$ cat config.mk
export PLATFORM = sky130hd
export DESIGN_NAME = spi_slave
export DESIGN_NICKNAME = d
export VERILOG_FILES = /design/src/rtl/spi_slave.sv
export SDC_FILE = /design/constraint.sdc
export NUM_CORES = 1
export LEC_CHECK = 0
export ABC_AREA = 0
export ABC_CLOCK_PERIOD_IN_PS = 3550
export BUFFER_PORTS_ARGS = -buffer_cell sky130_fd_sc_hd__buf_2
export CELL_PAD_IN_SITES_DETAIL_PLACEMENT = 1
export CELL_PAD_IN_SITES_GLOBAL_PLACEMENT = 1
export CORE_ASPECT_RATIO = 0.7
export CORE_MARGIN = 4
export CORE_UTILIZATION = 52
export CTS_BUF_LIST = sky130_fd_sc_hd__clkbuf_2 sky130_fd_sc_hd__clkbuf_4 sky130_fd_sc_hd__clkbuf_8
export DETAILED_ROUTE_END_ITERATION = 16
export PLACE_DENSITY_LB_ADDON = 0.1
export SLEW_MARGIN = 5
export SYNTH_ARGS = -nofsm -noshare
export SYNTH_HDL_FRONTEND = slang
export SYNTH_SLANG_ARGS = --single-unit
$ cat constraint.sdc
create_clock -name clock_in -period 3.55 [get_ports clock_in]
set_input_delay 0.71 -clock clock_in [delete_from_list [all_inputs] [get_ports clock_in]]
set_output_delay 0.71 -clock clock_in [all_outputs]
set_load 0.01 [all_outputs]
$ cat src/rtl/spi_slave.sv
// spi_slave: SPI mode-0 slave, DW-bit frames, MSB first, oversampled on clock_in.
//
// All SPI pins are synchronized into the clock_in domain, so sclk must run at
// clock_in/8 or slower. Frames may run back to back under one ssn low period.
//
// Ports
//   clock_in  : sole clock, rising edge
//   rst       : asynchronous active-high reset
//   sclk      : SPI clock from master (async)
//   ssn       : active-low slave select (async)
//   mosi      : serial data from master (async)
//   miso      : serial data to master, 0 while idle
//   miso_oeb  : active-low pad enable for miso (synchronized ssn)
//   tx_data   : byte for the next outgoing frame
//   tx_load   : one-cycle strobe, captures tx_data into the holding register
//   tx_empty  : holding register has been consumed
//   rx_data   : oldest received byte
//   rx_valid  : rx_data holds an unread byte
//   rx_ack    : one-cycle pop of rx_data
//   overrun   : sticky, a completed byte was dropped; cleared by rx_ack
//   frame_err : one-cycle pulse when ssn deasserts mid-frame
//
// Configuration
//   SPI_SLAVE_RXFIFO_EN : when defined, RX storage is a 4-entry FIFO;
//                         otherwise it is a single register.

module spi_slave #(
  parameter int unsigned DW = 8
) (
  input  logic          clock_in,
  input  logic          rst,
  input  logic          sclk,
  input  logic          ssn,
  input  logic          mosi,
  output logic          miso,
  output logic          miso_oeb,
  input  logic [DW-1:0] tx_data,
  input  logic          tx_load,
  output logic          tx_empty,
  output logic [DW-1:0] rx_data,
  output logic          rx_valid,
  input  logic          rx_ack,
  output logic          overrun,
  output logic          frame_err
);

  localparam int unsigned CntW = (DW > 1) ? $clog2(DW) : 1;

  typedef enum logic [0:0] {StIdle, StActive} state_e;

  // Synchronizers plus one history flop for edge detection.
  logic sclk_s1_q, sclk_s2_q, sclk_h_q;
  logic ssn_s1_q, ssn_s2_q, ssn_h_q;
  logic mosi_s1_q, mosi_s2_q;
  logic [1:0] warm_q;
  logic armed_q;

  state_e        state_q;
  logic [CntW-1:0] cnt_q;
  logic [DW-1:0] tx_sh_q;
  logic [DW-1:0] rx_sh_q;
  logic [DW-1:0] hold_q;
  logic          tx_empty_q;
  logic          frame_err_q;
  logic          overrun_q;

  logic          sclk_rise, sclk_fall, ssn_fall, ssn_rise;
  logic          wrap, reload, push;
  logic [DW-1:0] push_byte;

  // ssn flops reset to the deselected level so the pad stays disabled in reset.
  // warm_q/armed_q make sure a falling edge is only accepted after ssn has been
  // seen high on the real pin, so a frame in progress across reset is ignored.
  always_ff @(posedge clock_in or posedge rst) begin
    if (rst) begin
      sclk_s1_q <= 1'b0;
      sclk_s2_q <= 1'b0;
      sclk_h_q  <= 1'b0;
      ssn_s1_q  <= 1'b1;
      ssn_s2_q  <= 1'b1;
      ssn_h_q   <= 1'b1;
      mosi_s1_q <= 1'b0;
      mosi_s2_q <= 1'b0;
      warm_q    <= 2'b00;
      armed_q   <= 1'b0;
    end else begin
      sclk_s1_q <= sclk;
      sclk_s2_q <= sclk_s1_q;
      sclk_h_q  <= sclk_s2_q;
      ssn_s1_q  <= ssn;
      ssn_s2_q  <= ssn_s1_q;
      ssn_h_q   <= ssn_s2_q;
      mosi_s1_q <= mosi;
      mosi_s2_q <= mosi_s1_q;
      warm_q    <= {warm_q[0], 1'b1};
      armed_q   <= armed_q | (warm_q[1] & ssn_s2_q);
    end
  end

  assign sclk_rise = sclk_s2_q & ~sclk_h_q;
  assign sclk_fall = ~sclk_s2_q & sclk_h_q;
  assign ssn_fall  = armed_q & ssn_h_q & ~ssn_s2_q;
  assign ssn_rise  = ssn_s2_q & ~ssn_h_q;

  assign wrap      = (state_q == StActive) && !ssn_rise && sclk_rise &&
                     (cnt_q == CntW'(DW - 1));
  assign push      = wrap;
  assign push_byte = {rx_sh_q[DW-2:0], mosi_s2_q};
  assign reload    = ((state_q == StIdle) && ssn_fall) || wrap;

  always_ff @(posedge clock_in or posedge rst) begin
    if (rst) begin
      state_q     <= StIdle;
      cnt_q       <= '0;
      tx_sh_q     <= '0;
      rx_sh_q     <= '0;
      hold_q      <= '0;
      tx_empty_q  <= 1'b1;
      frame_err_q <= 1'b0;
    end else begin
      frame_err_q <= 1'b0;
      unique case (state_q)
        StIdle: begin
          if (ssn_fall) begin
            state_q <= StActive;
            cnt_q   <= '0;
          end
        end
        StActive: begin
          if (ssn_rise) begin
            state_q <= StIdle;
            cnt_q   <= '0;
            rx_sh_q <= '0;
            if (cnt_q != '0) frame_err_q <= 1'b1;
          end else begin
            if (sclk_rise) begin
              rx_sh_q <= push_byte;
              cnt_q   <= wrap ? '0 : cnt_q + CntW'(1);
            end
            // The falling edge right after a wrap belongs to the previous frame;
            // skipping it keeps the freshly reloaded MSB on miso.
            if (sclk_fall && (cnt_q != '0)) tx_sh_q <= {tx_sh_q[DW-2:0], 1'b0};
          end
        end
      endcase
      if (reload) begin
        tx_sh_q    <= tx_empty_q ? '0 : hold_q;
        tx_empty_q <= 1'b1;
      end
      // A load on the reload cycle wins for the holding register and flag.
      if (tx_load) begin
        hold_q     <= tx_data;
        tx_empty_q <= 1'b0;
      end
    end
  end

`ifdef SPI_SLAVE_RXFIFO_EN
  logic [DW-1:0] fifo_mem_q [4];
  logic [1:0]    wr_ptr_q, rd_ptr_q;
  logic [2:0]    fifo_cnt_q;
  logic          pop, do_push;

  assign pop     = rx_ack && (fifo_cnt_q != 3'd0);
  assign do_push = push && ((fifo_cnt_q != 3'd4) || pop);

  always_ff @(posedge clock_in or posedge rst) begin
    if (rst) begin
      for (int i = 0; i < 4; i++) fifo_mem_q[i] <= '0;
      wr_ptr_q   <= 2'd0;
      rd_ptr_q   <= 2'd0;
      fifo_cnt_q <= 3'd0;
      overrun_q  <= 1'b0;
    end else begin
      if (do_push) begin
        fifo_mem_q[wr_ptr_q] <= push_byte;
        wr_ptr_q             <= wr_ptr_q + 2'd1;
      end
      if (pop) rd_ptr_q <= rd_ptr_q + 2'd1;
      fifo_cnt_q <= fifo_cnt_q + {2'b00, do_push} - {2'b00, pop};
      if (push && !do_push) overrun_q <= 1'b1;
      else if (pop)         overrun_q <= 1'b0;
    end
  end

  assign rx_data  = fifo_mem_q[rd_ptr_q];
  assign rx_valid = (fifo_cnt_q != 3'd0);
`else
  logic [DW-1:0] rx_q;
  logic          rx_valid_q;
  logic          pop;

  assign pop = rx_ack && rx_valid_q;

  always_ff @(posedge clock_in or posedge rst) begin
    if (rst) begin
      rx_q       <= '0;
      rx_valid_q <= 1'b0;
      overrun_q  <= 1'b0;
    end else begin
      if (push && (!rx_valid_q || pop)) begin
        rx_q       <= push_byte;
        rx_valid_q <= 1'b1;
      end else if (pop) begin
        rx_valid_q <= 1'b0;
      end
      if (push && rx_valid_q && !pop) overrun_q <= 1'b1;
      else if (pop)                   overrun_q <= 1'b0;
    end
  end

  assign rx_data  = rx_q;
  assign rx_valid = rx_valid_q;
`endif

  assign miso      = (state_q == StActive) & tx_sh_q[DW-1];
  assign miso_oeb  = ssn_s2_q;
  assign tx_empty  = tx_empty_q;
  assign overrun   = overrun_q;
  assign frame_err = frame_err_q;

endmodule

Word-level counts from Yosys, hierarchy flattened
Index checks and enable logic that the tools add are counted.
{"block": "classes", "add_sub_neg": 1, "multipliers": 0, "div": 0, "n_lt_le_gt_ge": 0, "n_eq_ne": 4, "shifts": 0, "mux": 23, "bitwise": 13, "reduce_logical": 24}
{"cell": "8-bit two-way mux", "n": 5}
{"cell": "7-bit two-way mux", "n": 2}
{"cell": "3-bit two-way mux", "n": 4}
{"cell": "2-bit nonzero test", "n": 6}
{"cell": "1-bit two-way mux", "n": 10}
{"cell": "1-bit logical AND", "n": 9}
{"cell": "1-bit bitwise AND", "n": 7}
{"cell": "3-bit case mux with 2 select lines", "n": 1}
{"cell": "1-bit inverter", "n": 5}
{"cell": "2-bit AND reduction", "n": 2}
{"cell": "3-bit by 1-bit adder with 3-bit output, second input constant", "n": 1}
{"cell": "3-bit == test, second input constant", "n": 1}
{"cell": "1-bit zero test", "n": 3}
{"cell": "3-bit by 1-bit inequality test with 1-bit output, second input constant", "n": 1}
{"cell": "3-bit AND reduction", "n": 1}
{"cell": "3-bit nonzero test", "n": 1}
{"cell": "1-bit logical OR", "n": 2}
{"cell": "2-bit by 1-bit inequality test with 1-bit output, second input constant", "n": 1}
{"cell": "2-bit inequality test, second input constant", "n": 1}
{"cell": "1-bit case mux with 2 select lines", "n": 1}
{"cell": "1-bit OR", "n": 1}
{"block": "word_totals", "regBits": 50, "latch_bits": 0, "mem_bits_rw": 0, "rom_bits": 0, "input_bits": 15, "out_inout_bits": 14, "word_cells": 85, "memories": 0}

Logic depth before layout (Yosys ltp)
{"block": "logic_depth", "word_depth": 10, "ltp_mapped": 6, "mapped_depth_nobuf": 6}

Worst setup path after synthesis
No wires, ideal clock.
{"block": "synth_path", "path_type": "register to register", "start": "reg cnt_q[0]", "end": "reg rx_q[0] (netlist: rx_data[0])", "setup_time_ps": 125, "arrival_time_ps": 1423, "setup_slack_ps": 2002, "path_stages_with_launch": 6, "period_less_slack_ps": 1548, "path_cell_list": "dfrtp_1 ha_1 ha_1 nand4_4 a21oi_4 mux2_2"}
{"block": "synth_via", "elab_chain_cells": 3}
{"item": "from (decl)", "line_no": "59", "text": "logic [CntW-1:0] cnt_q;"}
{"item": "from (signal assigned)", "line_no": "138", "text": "cnt_q <= wrap ? '0 : cnt_q + CntW'(1);"}
{"item": "3-bit == test", "line_no": "106", "text": "(cnt_q == CntW'(DW - 1));"}
{"item": "1-bit logical AND", "line_no": "105", "text": "assign wrap = (state_q == StActive) && !ssn_rise && sclk_rise &&"}
{"item": "1-bit logical AND", "line_no": "201", "text": "if (push && (!rx_valid_q || pop)) begin"}
{"item": "to (signal assigned)", "line_no": "202", "text": "rx_q <= push_byte;"}
{"item": "to (decl)", "line_no": "189", "text": "logic [DW-1:0] rx_q;"}
No other way between the ends.
A chain may end at the register's enable or synchronous reset.

Worst setup path after layout
{"block": "layout_path", "start": "reg cnt_q[0]", "end": "reg tx_sh_q[6]"}
{"block": "layout_via", "elab_chain_cells": 5, "elab_cells_between_ends": 10}
{"item": "3-bit == test", "line_no": "106"}
{"item": "1-bit logical AND", "line_no": "105"}
{"item": "1-bit logical OR", "line_no": "109", "text": "assign reload = ((state_q == StIdle) && ssn_fall) || wrap;"}
{"item": "2-bit by 1-bit inequality test with 1-bit output (no source line) / 2-bit nonzero test (equally long branches)"}
{"item": "3-bit AND reduction (no source line)"}
{"item": "to (signal assigned)", "line_no": "142", "text": "if (sclk_fall && (cnt_q != '0)) tx_sh_q <= {tx_sh_q[DW-2:0], 1'b0};"}
{"item": "to (signal assigned)", "line_no": "147", "text": "tx_sh_q <= tx_empty_q ? '0 : hold_q;"}
{"item": "to (decl)", "line_no": "60", "text": "logic [DW-1:0] tx_sh_q;"}
Parallel ways exist; a longest one is shown, timed or not.

==> flow_summary.ini <==
[clock_network]
cts.sinks = 50
cts_resized = 0
h-tree-depth = 2
cts_setup_buffers = 0
clockRootBuffer = clkbuf_8
clkTransAtPathRegs_ns = 0.09
cts_buffers = 5
cts_hold_buf = 0
clockBufferDepth = 2
cts_tree = built
clock_latency_ns = 0.31

[grt]
grt_pass1_wl_um = 7060
grt_pass1_vias = 1362
grt_usage_pct = 20.3
grt_start_max_net_pins = 51
antenna_found_initial = 0
grt_overflow = 0

[routing]
vias = 1203
first_pass_iters = 4
ant_nets = 0
drc_errors = 0
drt_iter0_drc = 55
viasPerCell = 5.44
wl_per_cell_um = 19.0
wirelength_um = 4200

[placed_design]
detailed_place_hpwl_um = 2790
numPortBuffers = 28
dp_cells = 213
place_congestion = 0.728

[timing]
max_freq_mhz = 532
finalHoldViolations = 0
relSlewSlack_pct = 32.9
worst_slew_pin_slew_ns = 1.01
fin_crit_sh_pct = 53.0
skew_ns = 0.00790
setup_violations = 0
rsz0062_at_grt = false
whs_ns = 0.357
layout_min_cycle_time_ns = 1.88
final.setup.tns_ns = 0
slew_violations = 0

[synth]
ys_types = 33
ys_top_cells_by_area = dfrtp_1, mux2_2, mux2i_1, dfstp_2, a22o_1
synth_top_area_share_pct = 57.3
async_flop_share_pct = 100
yosys_warnings = 0
synth_area_mm2 = 0.00201
syn_avg_cell_area_um2 = 14.4
synth_nets = 157
synth_top_area_cell = dfrtp_1
synthFlopType = dfrtp_1
yosys_register_bits = 50
synth-edff-count = 0
synth_cells = 139
ys_seq_area_share_pct = 62.6

[final_layout]
drive_gt1_share_pct = 38.6
syn_to_final_growth_pct = 13.5
stdcell_count = 221
layout.nets = 188
nFillCells = 357
final_common_cell = dfrtp_1
diodes = 0
mostFrequentLayoutCells = dfrtp_1, buf_2, mux2_2

[floorplanning]
die_h_um = 60.0
initial_core_util_pct = 55.4
die_area_mm2 = 0.00494
coreArea_mm2 = 0.00363
ios = 29
die_w_um = 82.3
core.rowCount = 18

[setup_path]
crit_type = flop to flop
reg2reg_slack_ns = 1.67
crit_fanout = 10
crit_path_start = cnt_q[0]$_DFFE_PP0P_
rr_startpoint = cnt_q[0]$_DFFE_PP0P_
cp.required_ns = 3.77
arrival_ns = 2.10
cp-end-kind = flop
cp-start-kind = flop

[power_and_ir_drop]
power.leakage_nw = 1.20
power.total_mw = 1.22
vdd_drop_max_v = 0.000308
powerDensity_mw_per_mm2 = 537

[job]
maxCapViolations = 0

[run_status]
status = completed

[min_path]
hp-start = warm_q[0]$_DFF_PP0_
hold_class = flop to flop
layer usage:
layer  global-route usage [%]  up-vias  wire (um)
met1                     26.6      626       1970
li1                         -      548          -
met2                     32.9       25       2030
met4                     4.98        0         22
met5                        0        -          0
met3                     6.48        4        175
cells in the mapped netlist, types with 2 or more instances:
library cell   n
nand3_1        2
a22o_1         8
mux2i_1       14
ha_1           3
buf_6          2
inv_1          6
dfstp_2        4
dfrtp_1       46
mux2_2        16
and2b_1        2
nand2_1       10
a21oi_1        2
and3_1         2
o21ai_0        3
through the flow:
stage          util [%]  worst slack, ns  cell area [um2]
3_3_place_gp       60.1             1.83             2180
2_1_floorplan         -             1.65             2010
4_1_cts            62.8             1.66             2280
5_1_grt            62.8             1.60             2280
3_5_place_dp       60.1             1.66             2180
6_report           62.8             1.67             2280
kinds of logic after synthesis:
logic type	Yosys count	synth area share [%]
flip-flops	50	62.6
adder cells (fa/ha/maj)	3	1.87
AO/OA/AOI/OAI	20	8.47
AND/OR/NAND/NOR	24	8.10
multiplexers	30	15.9
buffers and inverters	11	2.87
other	1	0.187
registers in the layout, indices dropped and copies added, names as in the netlist, 2 cells and up:
name and flops:
hold_q 8, tx_sh_q 8, rx_sh_q 7, cnt_q 3, rx_data 8, warm_q 2
report_power, final:
group	internal [mW]	total [mW]	leakage, nW	switching [mW]
clock	0.161	0.359	0.0478	0.198
sequential	0.644	0.699	0.623	0.0551
combinational	0.0776	0.166	0.531	0.0882
total	0.882	1.22	1.20	0.342
worst max-delay path: stages (launching register included):
cell and delay (ns):
dfrtp_1 0.41, ha_1 0.22, ha_1 0.26, a41oi_2 0.62
mux2i_1 0.29
worst paths after layout:
path | endpoint | cells after the start
max | tx_sh_q[6]$_DFFE_PP0P_ | 4
min | warm_q[1]$_DFF_PP0_ | 0
max reg2reg | tx_sh_q[6]$_DFFE_PP0P_ | 4
min reg2reg | warm_q[1]$_DFF_PP0_ | 0
max in group asynchronous | overrun$_DFFE_PP0P_ | 2
min in group asynchronous | mosi_s1_q$_DFF_PP0_ | 2
cell type report:
cell class / instances / area, um2 / area share (%)
sequential: 50 / 1260 / 55.1
multi-input combinational: 78 / 694 / 30.5
timing repair buffer: 28 / 140 / 6.15
clock buffer: 6 / 82.6 / 3.62
tap: 50 / 62.6 / 2.75
inverter: 7 / 26.3 / 1.15
clock inverter: 2 / 16.3 / 0.714
Note: power is estimated with default switching activity, not from simulation.
